**src/rtl/muldiv_ctrl_pkg.sv**
```systemverilog
// Shared encodings and helpers for the HI/LO multiply/divide controller.
package muldiv_ctrl_pkg;

   localparam int unsigned XLEN  = 32;
   localparam int unsigned CNT_W = 5;

   // req_op encodings as seen on the EXE-stage request bus
   typedef enum logic [1:0] {
      OP_MULT  = 2'b00,
      OP_MULTU = 2'b01,
      OP_DIV   = 2'b10,
      OP_DIVU  = 2'b11
   } op_e;

   // Controller FSM states
   typedef enum logic [1:0] {
      S_IDLE = 2'b00,
      S_MUL  = 2'b01,
      S_DIV  = 2'b10,
      S_DONE = 2'b11
   } state_e;

   // Two's-complement negate when neg is set, pass-through otherwise
   function automatic logic [XLEN-1:0] neg_if(input logic neg, input logic [XLEN-1:0] x);
      return neg ? (~x + XLEN'(1)) : x;
   endfunction

endpackage

```
**src/rtl/div_iter.sv**
```systemverilog
// Restoring radix-2 magnitude divider: one quotient bit per cycle, 32 cycles.
module div_iter
   import muldiv_ctrl_pkg::*;
(
   input  logic            clk,
   input  logic            reset,
   input  logic            start_i,
   input  logic            abort_i,
   input  logic [XLEN-1:0] dvd_i,
   input  logic [XLEN-1:0] dvs_i,
   output logic            done_c_o,
   output logic [XLEN-1:0] quo_c_o,
   output logic [XLEN-1:0] rem_c_o
);

   logic [XLEN-1:0]  rem_q, quo_q, dvs_q;
   logic [CNT_W-1:0] cnt_q;
   logic             run_q;

   logic [XLEN:0]    shift_c, diff_c;
   logic [XLEN-1:0]  rem_d, quo_d;

   // One restoring step: shift in next dividend bit, subtract if it fits
   always_comb begin
      shift_c = {rem_q, quo_q[XLEN-1]};
      diff_c  = shift_c - {1'b0, dvs_q};
      if (!diff_c[XLEN]) begin
         rem_d = diff_c[XLEN-1:0];
         quo_d = {quo_q[XLEN-2:0], 1'b1};
      end else begin
         rem_d = shift_c[XLEN-1:0];
         quo_d = {quo_q[XLEN-2:0], 1'b0};
      end
   end

   assign done_c_o = run_q && (cnt_q == CNT_W'(XLEN - 1));
   assign quo_c_o  = quo_d;
   assign rem_c_o  = rem_d;

   // Iteration registers; the dividend shifts out of the quotient register
   always_ff @(posedge clk) begin
      if (reset) begin
         rem_q <= '0;
         quo_q <= '0;
         dvs_q <= '0;
         cnt_q <= '0;
         run_q <= 1'b0;
      end else if (abort_i) begin
         cnt_q <= '0;
         run_q <= 1'b0;
      end else if (start_i) begin
         rem_q <= '0;
         quo_q <= dvd_i;
         dvs_q <= dvs_i;
         cnt_q <= '0;
         run_q <= 1'b1;
      end else if (run_q) begin
         rem_q <= rem_d;
         quo_q <= quo_d;
         cnt_q <= cnt_q + CNT_W'(1);
         if (cnt_q == CNT_W'(XLEN - 1)) begin
            run_q <= 1'b0;
         end
      end
   end

endmodule

```
**src/rtl/muldiv_ctrl.sv**
```systemverilog
// HI/LO multiply/divide controller: request/response handshake, single-cycle
// multiplier, iterative divider with sign fix-up, flush and zero-divisor handling.
module muldiv_ctrl
   import muldiv_ctrl_pkg::*;
(
   input  logic        clk,
   input  logic        reset,
   input  logic        req_valid,
   output logic        req_ready,
   input  logic [1:0]  req_op,
   input  logic [31:0] req_src1,
   input  logic [31:0] req_src2,
   input  logic        flush,
   output logic        res_valid,
   input  logic        res_ready,
   output logic [31:0] res_hi,
   output logic [31:0] res_lo,
   output logic        busy,
   output logic        div_by_zero
);

   state_e          state_q;
   op_e             op_q;
   logic [XLEN-1:0] src1_q, src2_q, res_hi_q, res_lo_q;
   logic            res_valid_q, busy_q, dbz_q;

   op_e             op_in;
   logic            accept_c, div_start_c, div_sgn_c, div_done_c;
   logic [XLEN-1:0] dvd_mag_c, dvs_mag_c, quo_c, rem_c, quo_fix_c, rem_fix_c;
   logic [2*XLEN-1:0] mul_a_c, mul_b_c, prod_c;
   logic            mul_sgn_c, q_neg_c, r_neg_c;

   assign req_ready   = (state_q == S_IDLE) && !flush;
   assign accept_c    = req_valid && req_ready;
   assign op_in       = op_e'(req_op);

   assign res_valid   = res_valid_q;
   assign res_hi      = res_hi_q;
   assign res_lo      = res_lo_q;
   assign busy        = busy_q;
   assign div_by_zero = dbz_q;

   // Divider launch with operand magnitudes taken straight off the request bus
   assign div_sgn_c   = (op_in == OP_DIV);
   assign div_start_c = accept_c && req_op[1] && (req_src2 != '0);
   assign dvd_mag_c   = neg_if(div_sgn_c && req_src1[XLEN-1], req_src1);
   assign dvs_mag_c   = neg_if(div_sgn_c && req_src2[XLEN-1], req_src2);

   div_iter u_div_iter (
      .clk      (clk),
      .reset    (reset),
      .start_i  (div_start_c),
      .abort_i  (flush),
      .dvd_i    (dvd_mag_c),
      .dvs_i    (dvs_mag_c),
      .done_c_o (div_done_c),
      .quo_c_o  (quo_c),
      .rem_c_o  (rem_c)
   );

   // Sign-extend for mult, zero-extend for multu; low 64 bits are exact either way
   assign mul_sgn_c = (op_q == OP_MULT);
   assign mul_a_c   = {{XLEN{mul_sgn_c && src1_q[XLEN-1]}}, src1_q};
   assign mul_b_c   = {{XLEN{mul_sgn_c && src2_q[XLEN-1]}}, src2_q};
   assign prod_c    = mul_a_c * mul_b_c;

   // Signed-divide fix-up: quotient sign from both operands, remainder follows dividend
   assign q_neg_c   = (op_q == OP_DIV) && (src1_q[XLEN-1] ^ src2_q[XLEN-1]);
   assign r_neg_c   = (op_q == OP_DIV) && src1_q[XLEN-1];
   assign quo_fix_c = neg_if(q_neg_c, quo_c);
   assign rem_fix_c = neg_if(r_neg_c, rem_c);

   // Controller FSM with registered result and status outputs
   always_ff @(posedge clk) begin
      if (reset) begin
         state_q     <= S_IDLE;
         op_q        <= OP_MULT;
         src1_q      <= '0;
         src2_q      <= '0;
         res_hi_q    <= '0;
         res_lo_q    <= '0;
         res_valid_q <= 1'b0;
         busy_q      <= 1'b0;
         dbz_q       <= 1'b0;
      end else if (flush) begin
         state_q     <= S_IDLE;
         res_valid_q <= 1'b0;
         busy_q      <= 1'b0;
         dbz_q       <= 1'b0;
      end else begin
         case (state_q)
            S_IDLE: begin
               if (req_valid) begin
                  op_q   <= op_in;
                  src1_q <= req_src1;
                  src2_q <= req_src2;
                  busy_q <= 1'b1;
                  dbz_q  <= 1'b0;
                  if (!req_op[1]) begin
                     state_q <= S_MUL;
                  end else if (req_src2 == '0) begin
                     // Result is known now; DONE spends one cycle before presenting it
                     state_q  <= S_DONE;
                     res_hi_q <= req_src1;
                     res_lo_q <= '1;
                     dbz_q    <= 1'b1;
                  end else begin
                     state_q <= S_DIV;
                  end
               end
            end
            S_MUL: begin
               res_hi_q    <= prod_c[2*XLEN-1:XLEN];
               res_lo_q    <= prod_c[XLEN-1:0];
               res_valid_q <= 1'b1;
               state_q     <= S_DONE;
            end
            S_DIV: begin
               if (div_done_c) begin
                  res_hi_q    <= rem_fix_c;
                  res_lo_q    <= quo_fix_c;
                  res_valid_q <= 1'b1;
                  state_q     <= S_DONE;
               end
            end
            S_DONE: begin
               if (!res_valid_q) begin
                  res_valid_q <= 1'b1;
               end else if (res_ready) begin
                  res_valid_q <= 1'b0;
                  busy_q      <= 1'b0;
                  dbz_q       <= 1'b0;
                  state_q     <= S_IDLE;
               end
            end
            default: begin
               state_q <= S_IDLE;
            end
         endcase
      end
   end

endmodule
```
**config.mk**
```make
export PLATFORM = sky130hd
export DESIGN_NAME = muldiv_ctrl
export DESIGN_NICKNAME = d
export VERILOG_FILES = /design/src/rtl/muldiv_ctrl_pkg.sv /design/src/rtl/div_iter.sv /design/src/rtl/muldiv_ctrl.sv
export SDC_FILE = /design/constraint.sdc
export NUM_CORES = 2
export LEC_CHECK = 0
export BUFFER_PORTS_ARGS = -buffer_cell sky130_fd_sc_hd__buf_2
export CORE_AREA = 2 2 364 330
export DETAILED_ROUTE_END_ITERATION = 10
export DIE_AREA = 0 0 366 332
export GPL_ROUTABILITY_DRIVEN = 0
export GPL_TIMING_DRIVEN = 1
export PLACE_DENSITY = 0.64
export SLEW_MARGIN = 20
export SYNTH_ARGS = -nofsm -noshare
export SYNTH_HDL_FRONTEND = slang
export SYNTH_SLANG_ARGS = --single-unit
```
**constraint.sdc**
```tcl
create_clock -name clk -period 22.6 [get_ports clk]
set_clock_uncertainty 0.15 [all_clocks]
set_input_delay 1.13 -clock clk [delete_from_list [all_inputs] [get_ports clk]]
set_output_delay 1.13 -clock clk [all_outputs]
set_load 0.02 [all_outputs]
```
# Word level (Yosys, flattened, before mapping)
# Index checks and enable logic that the tools add are counted.
[classes] n_addsub=6 mul=1 div=0 magnitude_cmp=0 n_eq_ne=12 shift=0 muxes=42 bitwise_logic=6 reduce_logical=29
[op_table] operator="two-way mux 32 bit" n=17
[op_table] operator="one-hot mux 32 bit (3 select lines)" n=2
[op_table] operator="adder 32 x 1 -> 32 bit (second input constant)" n=4
[op_table] operator="inverter 32 bit" n=4
[op_table] operator="multiplier 33 x 33 -> 64 bit" n=1
[op_table] operator="subtractor 33 x 32 -> 33 bit" n=1
[op_table] operator="zero test 32 bit" n=1
[op_table] operator="nonzero test 32 bit" n=1
[op_table] operator="two-way mux 1 bit" n=14
[op_table] operator="logical AND 1 bit" n=11
[op_table] operator="two-way mux 2 bit" n=5
[op_table] operator="!= test 2 bit (second input constant)" n=5
[op_table] operator="== test 2 bit (second input constant)" n=4
[op_table] operator="one-hot mux 2 bit (4 select lines)" n=1
[op_table] operator="AND reduction 4 bit" n=2
[op_table] operator="AND reduction 2 bit" n=3
[op_table] operator="AND reduction 6 bit" n=1
[op_table] operator="nonzero test 3 bit" n=2
[op_table] operator="adder 5 x 1 -> 5 bit (second input constant)" n=1
[op_table] operator="== test 5 bit (second input constant)" n=1
[op_table] operator="zero test 2 bit" n=2
[op_table] operator="one-hot mux 1 bit (2 select lines)" n=2
[op_table] operator="nonzero test 2 bit" n=2
[op_table] operator="one-hot mux 1 bit (3 select lines)" n=1
[op_table] operator="other kinds (8)" n=8
[totals] register_bits=237 latchBits=0 mem_bits_rw=0 romBits=0 in_bits=71 output_inout_bits=68 wordCells=110 n_memories=0

# Logic depth before layout (Yosys ltp)
[logic_depth] ltp_word=7 mapped_depth=33 mapped_depth_nobuf=31

# Cells and area by module
# A second synthesis with hierarchy kept.
[unflattened] hier_cells=6237 hier_area_um2=52902.0
[by_module_without_submodules] module="muldiv_ctrl" instances=1 cells_per_inst=5449 area_per_inst_um2=46447.0 seq_area_each_um2=2702.6
[by_module_without_submodules] module="div_iter" instances=1 cells_per_inst=788 area_per_inst_um2=6454.9 seq_area_each_um2=2042.0

# Worst setup path before layout
# Ideal clock, no wire load.
[synth_timing] path_type="register -> register" from="reg src1_q[31]" to="reg res_hi_q[29] (netlist: res_hi[29])" setup_time_ns=0.134 arrival_time_ns=8.234 required_time_ns=22.316 slack_ns=14.082 stages_incl_launch_ff=32 n_path_buf=2 period_less_slack_ns=8.518 cell_sequence="dfxtp_1 > clkbuf_1 > and2_1 > clkbuf_1 > nand2_1 > inv_1 > fa_1 > inv_1 > fa_1 > inv_1 > fa_1 > fa_1 > inv_1 > fa_1 > inv_1 > fa_1 > inv_1 > fa_1 > fa_1 > inv_1 > ha_1 > a21oi_1 > o211ai_1 > a221o_1 > o31ai_1 > nor2_1 > o31ai_1 > a31oi_1 > a31oi_1 > xnor2_1 > a221oi_1 > nor4_1"
[synth_between] elab_chain_len=4 word_cells_on_any_way=6 cone_classes="1 x mul; 3 x mux; 2 x reduce/logical"
[synth_rtl] item="start: declaration" line="muldiv_ctrl.sv:24" text="logic [XLEN-1:0] src1_q, src2_q, res_hi_q, res_lo_q;"
[synth_rtl] item="start signal: assignment" line="muldiv_ctrl.sv:95" text="src1_q <= req_src1;"
[synth_rtl] item="branches (longest 3 deep; another with multiplier 33 x 33 -> 64 bit)"
[synth_rtl] item="one-hot mux 32 bit (3 select lines) (*)" line="muldiv_ctrl.sv:91" text="case (state_q)"
[synth_rtl] item="end signal: assignment" line="muldiv_ctrl.sv:104" text="res_hi_q <= req_src1;"
[synth_rtl] item="end signal: assignment" line="muldiv_ctrl.sv:113" text="res_hi_q <= prod_c[2*XLEN-1:XLEN];"
[synth_rtl] item="end signal: assignment" line="muldiv_ctrl.sv:120" text="res_hi_q <= rem_fix_c;"
[synth_rtl] item="end: declaration" line="muldiv_ctrl.sv:24"
# Every way passes the cells marked *. The select of a mux whose other input is x is not followed.
# A chain may end at the register's enable or synchronous reset.

# Worst setup path in the final report
[layout_timing] from="reg src1_q[31]" to="reg res_hi_q[30] (netlist: res_hi[30])"
# The elaborated chain is that of the path after synthesis.

==> flow_summary.toml <==
[sta]
tightest_slew_ns = 1.09
hold_viol_final = 0
timing.setup.tns_ns = 0
setup_viol = 0
maxSlewHeadroom_pct = 27.1
grt_setup_unrepaired = "no"
slew_violations = 0
finalCritPeriodShare_pct = 44.9
clock.fmax_mhz = 98.5
fin_crit_ns = 10.15

[clock_tree]
cts_buffer_depth = 3
cts-root-buf = "clkbuf_16"
cts_inserted_buffers = 23
clk_latency_ns = 0.54
cts.sinks = 237
cts_tree = "yes"
ctsHtreeMaxLevel = 1
post_cts_buffers = 0
ctsResizeCount = 0
path_clk_slew_ns = 0.07
postCtsHoldBufs = 0

[floorplanning]
die_area_mm2 = 0.122
start_util_pct = 44.5
die_h_um = 332
core_region_area_mm2 = 0.118
ios = 139
rows = 120
fp.dieW_um = 366

[worst_setup_path]
critPathRequiredTime_ns = 22.91
critPathArrivalTime_ns = 10.46
crit_path_frequent_cell = "fa_1"
cp-end-kind = "register"
critPathLaunchType = "register"
crit_fanout = 54
setup.worst_path.class = "reg -> reg"
slowest_stage = "dfxtp_2"
cpPeakStageDelay_ns = 0.97

[outcome]
status = "complete, no violations"

[route]
initialDrtViolationCount = 3450
ant_nets = 0
routed_wl_um = 152000
dr.pass1.iters = 6
drc_errors = 0
vias_per_cell = 5.45
wl_per_cell_um = 19.8
vias = 41800

[layout]
final_util_pct = 46.7
nNetsFinal = 7527
final_cell_mix = "1257 x inv_1, 1167 x nand2_1, 1126 x fa_1"
drive_above_1_share_pct = 5.16
area_growth_pct = 5.02
fin_area_mm2 = 0.0552
ff_latch_area_mm2 = 0.00477
multi_input_comb_area_mm2 = 0.0416
layout_commonest_cell = "inv_1"
nFillCells = 11600
fin_cells = 7679

[yosys]
syn_inst = 6228
synth_nets = 7680
synth-seq-cells = 237
yosys.area.top_type = "fa_1"
syn_area_per_cell_um2 = 8.43
synth_top_area_share_pct = 42.9
synth_edf_count = 0
async_flop_share_pct = 0
synth_flop_cell = "dfxtp_1"
ys_top_cells_by_area = "fa_1 43%, dfxtp_1 9.0%, inv_1 9.0%"
synth_area_mm2 = 0.0525
ys_warn_count = 0
ys_seq_area_share_pct = 9.03
synthDistinctLibCells = 81

[power]
pwr-share-seq_pct = 28.4
pwr-share-comb_pct = 45.1
ir_drop_mv = 0.0788
p_leak_nw = 25.4
internal_power_w = 0.000944
p_switching_w = 0.000722
clockPowerShare_pct = 26.5
power_density_mw_per_mm2 = 30.2
total_power_w = 0.00167
switching_share_pct = 43.3

[job]
maxCapViolCount = 0

[placed_design]
dp_cells = 7636
placed_area_mm2 = 0.0543
numPortBuffers = 138
dpl.hpwl_um = 119000

[global_routing]
grt_pass1_vias = 43100
grt_pass1_wl_um = 245000
grt-ovfl-total = 0
antenna_found_initial = 4
grt_use_total_pct = 25.3
grt_max_degree = 115

[worst_hold_path]
hp-class = "reg -> reg"
-- power groups by stage --
stage,Combinational (W),Clock (W),Sequential [W]
6_report,0.000752,0.000442,0.000473
5_1_grt,0.000829,0.000461,0.000475
3_3_place_gp,0.000730,0,0.000481
3_5_place_dp,0.000741,0,0.000481
2_1_floorplan,0.000516,0,0.000467
4_1_cts,0.000745,0.000443,0.000472
-- routing by layer --
metal  wire length, um  track usage (%)
met5                 0                0
met4              6490             8.80
met3             10200             2.41
met2             71000             41.3
met1             64300             35.4
-- cells by family after synthesis --
family | Yosys count | share of synthesized area (%)
AO/OA/AOI/OAI | 734 | 9.30
XOR/XNOR | 215 | 3.59
adder cells (fa/ha/maj) | 1381 | 49.0
buffers and inverters | 1648 | 11.8
flip-flops | 237 | 9.03
multiplexers | 29 | 0.560
AND/OR/NAND/NOR | 1984 | 16.7
-- stage by stage --
stage	setup slack, ns	hold slack, ns
2_1_floorplan	14.08	0.282
3_3_place_gp	12.80	0.292
3_5_place_dp	12.56	0.296
4_1_cts	12.51	0.306
5_1_grt	11.89	0.321
6_report	12.45	0.304
-- cell usage after synthesis (7+ instances only) --
cell and number:
o211ai_1 21, nand2_1 1168, o22ai_1 7, a211oi_1 62, nand4_1 31, a21o_1 47, a221oi_1 42, buf_2 10
clkbuf_1 371, o31ai_1 23, a311oi_1 36, o21bai_1 14, or3_1 19, mux2i_1 28, o21ai_0 117, nor3_1 44
nand2b_1 20, xnor2_1 126, nor4_1 25, nor2b_1 15, fa_1 1126, and3_1 32, o41ai_1 14, xor2_1 89
dfxtp_1 237, o21a_1 17, and2_1 263, a31oi_1 21, or2_2 13, ha_1 255, or4_1 9, a21oi_1 240
inv_1 1257, nand3_1 42, nor2_1 278
-- critical path, delay by kind of cell (launching register included) --
kind	cells	cell delay, ns
flops	1	0.97
simple gates	5	1.36
fa+ha+maj	9	4.62
compound gates	6	1.75
buf+inv	7	1.05
xor+xnor	1	0.07
-- area by class of cell --
type | instances | area share (%)
multi-input combinational | 4343 | 75.4
antenna | 2 | 0.00907
sequential | 237 | 8.65
clock inverter | 15 | 0.399
clock buffer | 26 | 1.10
tap | 1586 | 3.60
timing repair buffer | 211 | 2.26
inverter | 1259 | 8.57
-- sequential cells by signal, indices dropped and copies added (netlist names) --
register and cells:
res_lo 32, op_q 2, div_by_zero 1, u_div_iter.quo_q 32, src1_q 32, state_q 2, u_div_iter.dvs_q 32, res_hi 32
u_div_iter.run_q 1, u_div_iter.cnt_q 5, res_valid 1, src2_q 32, u_div_iter.rem_q 32, busy 1
-- worst paths after layout --
| check | start | endpoint | slack (ns) | cells after the start |
|---|---|---|---|---|
| worst max register to register | src1_q[31] | res_hi[30] | 12.45 | 28 |
| worst max-delay path | src1_q[31] | res_hi[30] | 12.45 | 28 |
| worst min-delay path | src1_q[18] | src1_q[18] | 0.30 | 2 |
| worst min register to register | src1_q[18] | src1_q[18] | 0.30 | 2 |
No activity file was read; power rests on OpenSTA's default activity.
